--- config.mk ---
export PLATFORM = sky130hd
export DESIGN_NAME = matrix_scan_ctrl_flat
export DESIGN_NICKNAME = d
export VERILOG_FILES = /design/src/rtl/matrix_scan_ctrl_pkg.sv /design/src/rtl/matrix_scan_ctrl_if.sv /design/src/rtl/matrix_scan_ctrl_hc595_shifter.sv /design/src/rtl/matrix_scan_ctrl.sv /design/src/flat_wrapper.sv
export SDC_FILE = /design/constraint.sdc
export NUM_CORES = 1
export LEC_CHECK = 0
export ABC_AREA = 1
export BUFFER_PORTS_ARGS = -buffer_cell sky130_fd_sc_hd__buf_2
export CAP_MARGIN = 20
export CORE_ASPECT_RATIO = 1.5
export CORE_MARGIN = 3
export CORE_UTILIZATION = 55
export CTS_CLUSTER_SIZE = 16
export DETAILED_ROUTE_END_ITERATION = 7
export PLACE_DENSITY = 0.86
export SKIP_LAST_GASP = 1
export SYNTH_ARGS = -nofsm -noshare
export SYNTH_HDL_FRONTEND = slang
export SYNTH_SLANG_ARGS = --single-unit
--- constraint.sdc ---
create_clock -name clk -period 2.3 [get_ports clk]
set_clock_uncertainty 0.1 [all_clocks]
set_input_delay 0.345 -clock clk [delete_from_list [all_inputs] [get_ports clk]]
set_output_delay 0.345 -clock clk [all_outputs]
set_load 0.02 [all_outputs]
--- src/rtl/matrix_scan_ctrl_pkg.sv ---
// Shared types and constants for the LED matrix row-scan controller.
package matrix_scan_ctrl_pkg;

  typedef enum logic [1:0] {
    IDLE,
    FETCH,
    SHIFT,
    LATCH
  } scan_state_t;

  // Counter width able to hold values 0..max_val-1 (never narrower than 1).
  function automatic int unsigned cnt_w(input int unsigned max_val);
    return (max_val > 1) ? $clog2(max_val) : 1;
  endfunction

  localparam int unsigned N_ROWS_DEF = 16;
  localparam int unsigned N_COLS_DEF = 16;
  localparam int unsigned ROW_W      = cnt_w(N_ROWS_DEF);
  localparam int unsigned BIT_W      = cnt_w(N_COLS_DEF + 1);

  // ARDUINO_IO pin mapping of the four '595 control lines.
  localparam int unsigned PIN_SER_DATA = 9;
  localparam int unsigned PIN_SER_SEL  = 10;
  localparam int unsigned PIN_SRCLK    = 11;
  localparam int unsigned PIN_RCLK     = 12;

endpackage

--- src/rtl/matrix_scan_ctrl_if.sv ---
// Frame-buffer read port plus the serial '595 pin bundle.
interface matrix_scan_ctrl_if
  import matrix_scan_ctrl_pkg::*;
#(
  parameter int unsigned N_ROWS = N_ROWS_DEF,
  parameter int unsigned N_COLS = N_COLS_DEF
);
  localparam int unsigned ADDR_W = cnt_w(N_ROWS);

  logic [ADDR_W-1:0] rd_addr;
  logic [N_COLS-1:0] rd_data;
  logic              ser_data;
  logic              ser_sel;
  logic              srclk;
  logic              rclk;

  modport master (
    output rd_addr, ser_data, ser_sel, srclk, rclk,
    input  rd_data
  );

  modport slave (
    input  rd_addr, ser_data, ser_sel, srclk, rclk,
    output rd_data
  );
endinterface

--- src/rtl/matrix_scan_ctrl_hc595_shifter.sv ---
// Twin parallel shift registers with shared SRCLK generation, MSB first.
module matrix_scan_ctrl_hc595_shifter
  import matrix_scan_ctrl_pkg::*;
#(
  parameter int unsigned N_COLS = 16,
  parameter int unsigned DIV    = 25
) (
  input  logic              clk,
  input  logic              clr,
  input  logic              load_i,
  input  logic [N_COLS-1:0] data_i,
  input  logic [N_COLS-1:0] sel_i,
  output logic              ser_data_o,
  output logic              ser_sel_o,
  output logic              srclk_o,
  output logic              done_c
);
  localparam int unsigned BW = cnt_w(N_COLS + 1);
  localparam int unsigned TW = cnt_w(DIV);

  logic [N_COLS-1:0] data_sr_q, data_sr_d;
  logic [N_COLS-1:0] sel_sr_q, sel_sr_d;
  logic [BW-1:0]     bit_cnt_q, bit_cnt_d;
  logic [TW-1:0]     div_cnt_q, div_cnt_d;
  logic              phase_q, phase_d;
  logic              active_q, active_d;
  logic              half_end_c;
  logic              last_bit_c;

  assign half_end_c = active_q && (div_cnt_q == TW'(DIV - 1));
  assign last_bit_c = (bit_cnt_q == BW'(N_COLS - 1));
  assign done_c     = half_end_c && phase_q && last_bit_c;

  // Registers shift in zeros, so the serial lines idle low once a row is out.
  assign ser_data_o = data_sr_q[N_COLS-1];
  assign ser_sel_o  = sel_sr_q[N_COLS-1];
  assign srclk_o    = phase_q;

  // Half-period timer, SRCLK phase and shift-on-falling-edge.
  always_comb begin
    data_sr_d = data_sr_q;
    sel_sr_d  = sel_sr_q;
    bit_cnt_d = bit_cnt_q;
    div_cnt_d = div_cnt_q;
    phase_d   = phase_q;
    active_d  = active_q;
    if (load_i) begin
      data_sr_d = data_i;
      sel_sr_d  = sel_i;
      bit_cnt_d = '0;
      div_cnt_d = '0;
      phase_d   = 1'b0;
      active_d  = 1'b1;
    end else if (active_q) begin
      if (half_end_c) begin
        div_cnt_d = '0;
        phase_d   = ~phase_q;
        if (phase_q) begin
          data_sr_d = {data_sr_q[N_COLS-2:0], 1'b0};
          sel_sr_d  = {sel_sr_q[N_COLS-2:0], 1'b0};
          bit_cnt_d = bit_cnt_q + 1'b1;
          if (last_bit_c) active_d = 1'b0;
        end
      end else begin
        div_cnt_d = div_cnt_q + 1'b1;
      end
    end
  end

  // State registers.
  always_ff @(posedge clk or posedge clr) begin
    if (clr) begin
      data_sr_q <= '0;
      sel_sr_q  <= '0;
      bit_cnt_q <= '0;
      div_cnt_q <= '0;
      phase_q   <= 1'b0;
      active_q  <= 1'b0;
    end else begin
      data_sr_q <= data_sr_d;
      sel_sr_q  <= sel_sr_d;
      bit_cnt_q <= bit_cnt_d;
      div_cnt_q <= div_cnt_d;
      phase_q   <= phase_d;
      active_q  <= active_d;
    end
  end
endmodule

--- src/rtl/matrix_scan_ctrl.sv ---
// Row-scan controller: fetch row word, shift pixel+select words, latch with RCLK.
module matrix_scan_ctrl
  import matrix_scan_ctrl_pkg::*;
#(
  parameter int unsigned N_ROWS         = 16,
  parameter int unsigned N_COLS         = 16,
  parameter int unsigned DIV            = 25,
  parameter bit          SEL_ACTIVE_LOW = 1'b0
) (
  input  logic               clk,
  input  logic               clr,
  input  logic               en,
  input  logic               row_tick,
  output logic               busy,
  output logic               frame_done,
  output logic               overrun,
  matrix_scan_ctrl_if.master bus
);
  localparam int unsigned ADDR_W = cnt_w(N_ROWS);
  localparam int unsigned TMR_W  = cnt_w(DIV);

  scan_state_t       state_q, state_d;
  logic [ADDR_W-1:0] row_q, row_d;
  logic [TMR_W-1:0]  lat_cnt_q, lat_cnt_d;
  logic              pending_q, pending_d;
  logic              overrun_q, overrun_d;
  logic              rclk_q, rclk_d;
  logic              frame_done_q, frame_done_d;
  logic              busy_q;
  logic              tick_c, load_c, shift_done_c;
  logic [N_COLS-1:0] sel_word_c;

  assign tick_c     = row_tick && en;
  assign sel_word_c = (N_COLS'(1) << row_q) ^ {N_COLS{SEL_ACTIVE_LOW}};

  assign bus.rd_addr = row_q;
  assign bus.rclk    = rclk_q;
  assign busy        = busy_q;
  assign frame_done  = frame_done_q;
  assign overrun     = overrun_q;

  matrix_scan_ctrl_hc595_shifter #(
    .N_COLS (N_COLS),
    .DIV    (DIV)
  ) u_shifter (
    .clk        (clk),
    .clr        (clr),
    .load_i     (load_c),
    .data_i     (bus.rd_data),
    .sel_i      (sel_word_c),
    .ser_data_o (bus.ser_data),
    .ser_sel_o  (bus.ser_sel),
    .srclk_o    (bus.srclk),
    .done_c     (shift_done_c)
  );

  // Scan sequencing, RCLK timing and tick bookkeeping.
  always_comb begin
    state_d      = state_q;
    row_d        = row_q;
    lat_cnt_d    = lat_cnt_q;
    pending_d    = pending_q;
    overrun_d    = overrun_q;
    rclk_d       = rclk_q;
    frame_done_d = 1'b0;
    load_c       = 1'b0;
    case (state_q)
      IDLE: begin
        if (tick_c || pending_q) begin
          state_d   = FETCH;
          // A fresh tick arriving while a pending one starts stays queued.
          pending_d = pending_q && tick_c;
        end
      end
      FETCH: begin
        load_c  = 1'b1;
        state_d = SHIFT;
      end
      SHIFT: begin
        if (shift_done_c) begin
          state_d   = LATCH;
          rclk_d    = 1'b1;
          lat_cnt_d = '0;
        end
      end
      LATCH: begin
        if (lat_cnt_q == TMR_W'(DIV - 1)) begin
          rclk_d  = 1'b0;
          state_d = IDLE;
          if (row_q == ADDR_W'(N_ROWS - 1)) begin
            row_d        = '0;
            frame_done_d = 1'b1;
          end else begin
            row_d = row_q + 1'b1;
          end
        end else begin
          lat_cnt_d = lat_cnt_q + 1'b1;
        end
      end
      default: state_d = IDLE;
    endcase
    if ((state_q != IDLE) && tick_c) begin
      if (!pending_q) pending_d = 1'b1;
      else            overrun_d = 1'b1;
    end
  end

  // State registers.
  always_ff @(posedge clk or posedge clr) begin
    if (clr) begin
      state_q      <= IDLE;
      row_q        <= '0;
      lat_cnt_q    <= '0;
      pending_q    <= 1'b0;
      overrun_q    <= 1'b0;
      rclk_q       <= 1'b0;
      frame_done_q <= 1'b0;
      busy_q       <= 1'b0;
    end else begin
      state_q      <= state_d;
      row_q        <= row_d;
      lat_cnt_q    <= lat_cnt_d;
      pending_q    <= pending_d;
      overrun_q    <= overrun_d;
      rclk_q       <= rclk_d;
      frame_done_q <= frame_done_d;
      busy_q       <= (state_d != IDLE);
    end
  end
endmodule

--- src/flat_wrapper.sv ---
// flat-port wrapper written by rule: the top's interface ports become plain ports
module matrix_scan_ctrl_flat import matrix_scan_ctrl_pkg::*;
#(
  parameter int unsigned N_ROWS         = 16,
  parameter int unsigned N_COLS         = 16,
  parameter int unsigned DIV            = 25,
  parameter bit          SEL_ACTIVE_LOW = 1'b0
)
  (clk, clr, en, row_tick, busy, frame_done, overrun, bus_rd_addr, bus_ser_data, bus_ser_sel, bus_srclk, bus_rclk, bus_rd_data);
  matrix_scan_ctrl_if #(.N_ROWS(N_ROWS), .N_COLS(N_COLS)) bus_i ();
  input  logic clk;
  input  logic clr;
  input  logic en;
  input  logic row_tick;
  output logic busy;
  output logic frame_done;
  output logic overrun;
  output wire logic [$bits(bus_i.rd_addr)-1:0] bus_rd_addr;
  output wire logic [$bits(bus_i.ser_data)-1:0] bus_ser_data;
  output wire logic [$bits(bus_i.ser_sel)-1:0] bus_ser_sel;
  output wire logic [$bits(bus_i.srclk)-1:0] bus_srclk;
  output wire logic [$bits(bus_i.rclk)-1:0] bus_rclk;
  input wire logic [$bits(bus_i.rd_data)-1:0] bus_rd_data;
  assign bus_rd_addr = bus_i.rd_addr;
  assign bus_ser_data = bus_i.ser_data;
  assign bus_ser_sel = bus_i.ser_sel;
  assign bus_srclk = bus_i.srclk;
  assign bus_rclk = bus_i.rclk;
  assign bus_i.rd_data = bus_rd_data;
  matrix_scan_ctrl #(.N_ROWS(N_ROWS), .N_COLS(N_COLS), .DIV(DIV), .SEL_ACTIVE_LOW(SEL_ACTIVE_LOW)) u_core (.clk(clk), .clr(clr), .en(en), .row_tick(row_tick), .busy(busy), .frame_done(frame_done), .overrun(overrun), .bus(bus_i));
endmodule
==> metrics.txt <==
status=finished, final reports clean; Starting Density=57.4%; synthesized area per cell=7.65 µm²; post-route core utilization=64.6%; vias in the first global route=2650; CTS Buf Count=9; routed len/inst=12.8 µm; DRT Pass-1 Iters=5; Setup violations, final=0; Syn Nets=447; grt peak-use layer=met2; synthesized flop and latch total=60; worst-path fanout max=33; Ports=31; Seq pwr share=49.3%; clock latency on the worst-skew pair=340 ps; CP arrival=2110 ps; Slew headroom=64.3%; max-cap violations=0; met1 GRT Util=25.1%; Mapped Cells=415; H-tree depth=3; initial DRC count=181; category of the most critical setup path=reg2reg; Max Buffers Root-to-Sink=2; Die Y=99.1 µm; dpl hpwl=4.46 mm; Clk Tree Root Cell=clkbuf_8; Tot Pwr=2.19 mW; largest net degree at the start of global routing=76; Cell Area, Synth=0.00318 mm²; final worst slack=367 ps; Req. time, crit path=2480 ps; Min-Delay Path Class=in2reg; initial antenna violation count=0; YS warnings=0; R2R Setup Slk=370 ps; Area Overhead vs Synth=12.5%; Routed WL=6.61 mm; Least-Margin Pin Slew=535 ps; Peak VDD IR=0.000587 V; Chip Width=68.1 µm; RSZ-0062 raised after global routing=no; final period utilization=84.0%; via/cell ratio=5.41; via count=2800; M2 GR Usage=36.0%; DRC violation count after routing=0; minimum clock period=1930 ps; share of cells above drive strength 1=12.7%; global-route congestion overflow total=0; worst slack at placement=373 ps; sequential-to-total area share from yosys stat=47.3%; Setup crit end kind=flip-flop; first-pass GRT wire length=11.1 mm; FMAX=517 MHz; Routed Antenna Nets=0; switching pwr=0.454 mW; Int Power=1.73 mW; Net count, final=475; port bufs=30; GP Congestion=0.840; Worst setup SP type=flip-flop; Clock Pin Slew Worst Setup and Hold Paths=70 ps; power density over the cells=612 mW/mm²; TNS Setup=0 ps; Max Slew Vio Count=0; sw frac=20.8%; filler cell count in the final layout=457; clock share of power=47.6%; Hold Vio Cnt, Final=0; Die Area=0.00674 mm²; combinational fraction of design power=3.2%; Leakage=1.95 nW; placed cells=501; # diodes=0; CTS Sinks=60; Finished Layout Cells=518; Netlist cell types=23; CTS tree=done; Core Region=0.00553 mm²; GRT Overall Usage=21.7%; Rows=33; global-route track usage on met3=6.39%
[flip-flops by register name (all words and copies together) (netlist names)]
| signal | flops |
|---|---|
| u_core.busy | 1 |
| u_core.bus.rclk | 1 |
| u_core.overrun | 1 |
| u_core.u_shifter.data_sr_q | 16 |
| u_core.u_shifter.srclk_o | 1 |
| u_core.u_shifter.active_q | 1 |
| u_core.u_shifter.bit_cnt_q | 5 |
| u_core.u_shifter.sel_sr_q | 16 |
| u_core.lat_cnt_q | 5 |
| u_core.state_q | 2 |
| u_core.bus.rd_addr | 4 |
| u_core.pending_q | 1 |
| u_core.frame_done | 1 |
| u_core.u_shifter.div_cnt_q | 5 |
[placed cells by master (no fill, tap or decap), types with 3 or more instances in the layout]
cell / n
clkbuf_8: 10
inv_2: 3
inv_1: 30
nor2_1: 18
a21oi_1: 3
dfrtp_1: 60
buf_2: 30
nand3_1: 54
o21ai_0: 25
nand2_1: 167
clkinv_2: 3
nand4_1: 13
ha_1: 12
[final timing paths]
kind                       depth (start not counted)                        endpoint                           from
setup / recovery                                   8   u_core.u_shifter.sel_sr_q[15]  u_core.u_shifter.div_cnt_q[0]
min in group asynchronous                          3  u_core.u_shifter.data_sr_q[15]                            clr
hold reg to reg                                    2                  u_core.overrun                 u_core.overrun
max in group asynchronous                          4  u_core.u_shifter.data_sr_q[13]                            clr
hold / removal                                     3   u_core.u_shifter.data_sr_q[0]                 bus_rd_data[0]
setup reg to reg                                   8   u_core.u_shifter.sel_sr_q[15]  u_core.u_shifter.div_cnt_q[0]
[critical path, cell delays in order (launching register included)]
cell     delay (ps)
dfrtp_1         410
inv_1           100
ha_1            160
nand3_2         120
nor2_4          240
nand2_4         200
nand2_4         330
nand2_1         120
nand2_1          80
[kinds of logic after synthesis]
kind of cell / share of synthesized area, %
simple gates: 34.9
xor+xnor: 0.276
compound gates: 5.40
fa+ha+maj: 4.73
buf+inv: 7.48
flops: 47.3
[layer usage]
layer  routed length (µm)  up-vias
met1                 2740     1322
met5                    0        -
li1                     -     1385
met2                 3390       78
met4                  174        0
met3                  302       15
[cells in the mapped netlist]
master | count | area, µm²
nand2_1 | 167 | 627
dfrtp_1 | 60 | 1500
nand3_1 | 54 | 270
inv_1 | 31 | 116
o21ai_0 | 25 | 125
nor2_1 | 18 | 67.6
nand4_1 | 13 | 81.3
ha_1 | 12 | 150
buf_2 | 10 | 50.1
buf_4 | 4 | 30.0
a21oi_1 | 3 | 15.0
buf_6 | 3 | 33.8
inv_2 | 2 | 7.51
nand2_2 | 2 | 12.5
nand2_4 | 2 | 22.5
o21ai_1 | 2 | 10.0
nand3_2 | 1 | 10.0
nor2_4 | 1 | 11.3
nor3_1 | 1 | 5.00
o21bai_1 | 1 | 7.51
o22ai_1 | 1 | 6.26
o31ai_1 | 1 | 7.51
xor2_1 | 1 | 8.76
[final cells by class]
type                    instances  area [µm²]  area share, %
clock buffers                  11         141           3.96
clock inverters                 5        75.1           2.10
inverters                      33         124           3.47
multi-input cells             305        1440           40.2
flip-flops and latches         60        1500           42.0
well taps                      70        87.6           2.45
repair buffers                 34         208           5.81
[power by group through the flow]
| stage | Sequential, mW | Combinational [mW] | Clock (mW) |
|---|---|---|---|
| 2_1_floorplan | 1.10 | 0.0387 | 0 |
| 3_3_place_gp | 1.10 | 0.0684 | 0 |
| 3_5_place_dp | 1.10 | 0.0705 | 0 |
| 4_1_cts | 1.08 | 0.0714 | 1.06 |
| 5_1_grt | 1.08 | 0.0803 | 1.11 |
| 6_report | 1.08 | 0.0689 | 1.04 |
[through the flow]
stage                     hold slack [ps]  area [µm²]
final                                 121        3570
after global routing                  119        3570
after CTS                             115        3570
after detailed placement              325        3350
after global placement                315        3350
after floorplan                       362        3180
[what timing repair did]
item	CTS	global route
setup buffers	0	0
resized for setup	0	0
hold endpoints to repair	23	0
hold buffers	1	0
(Power assumes the default switching activity.)
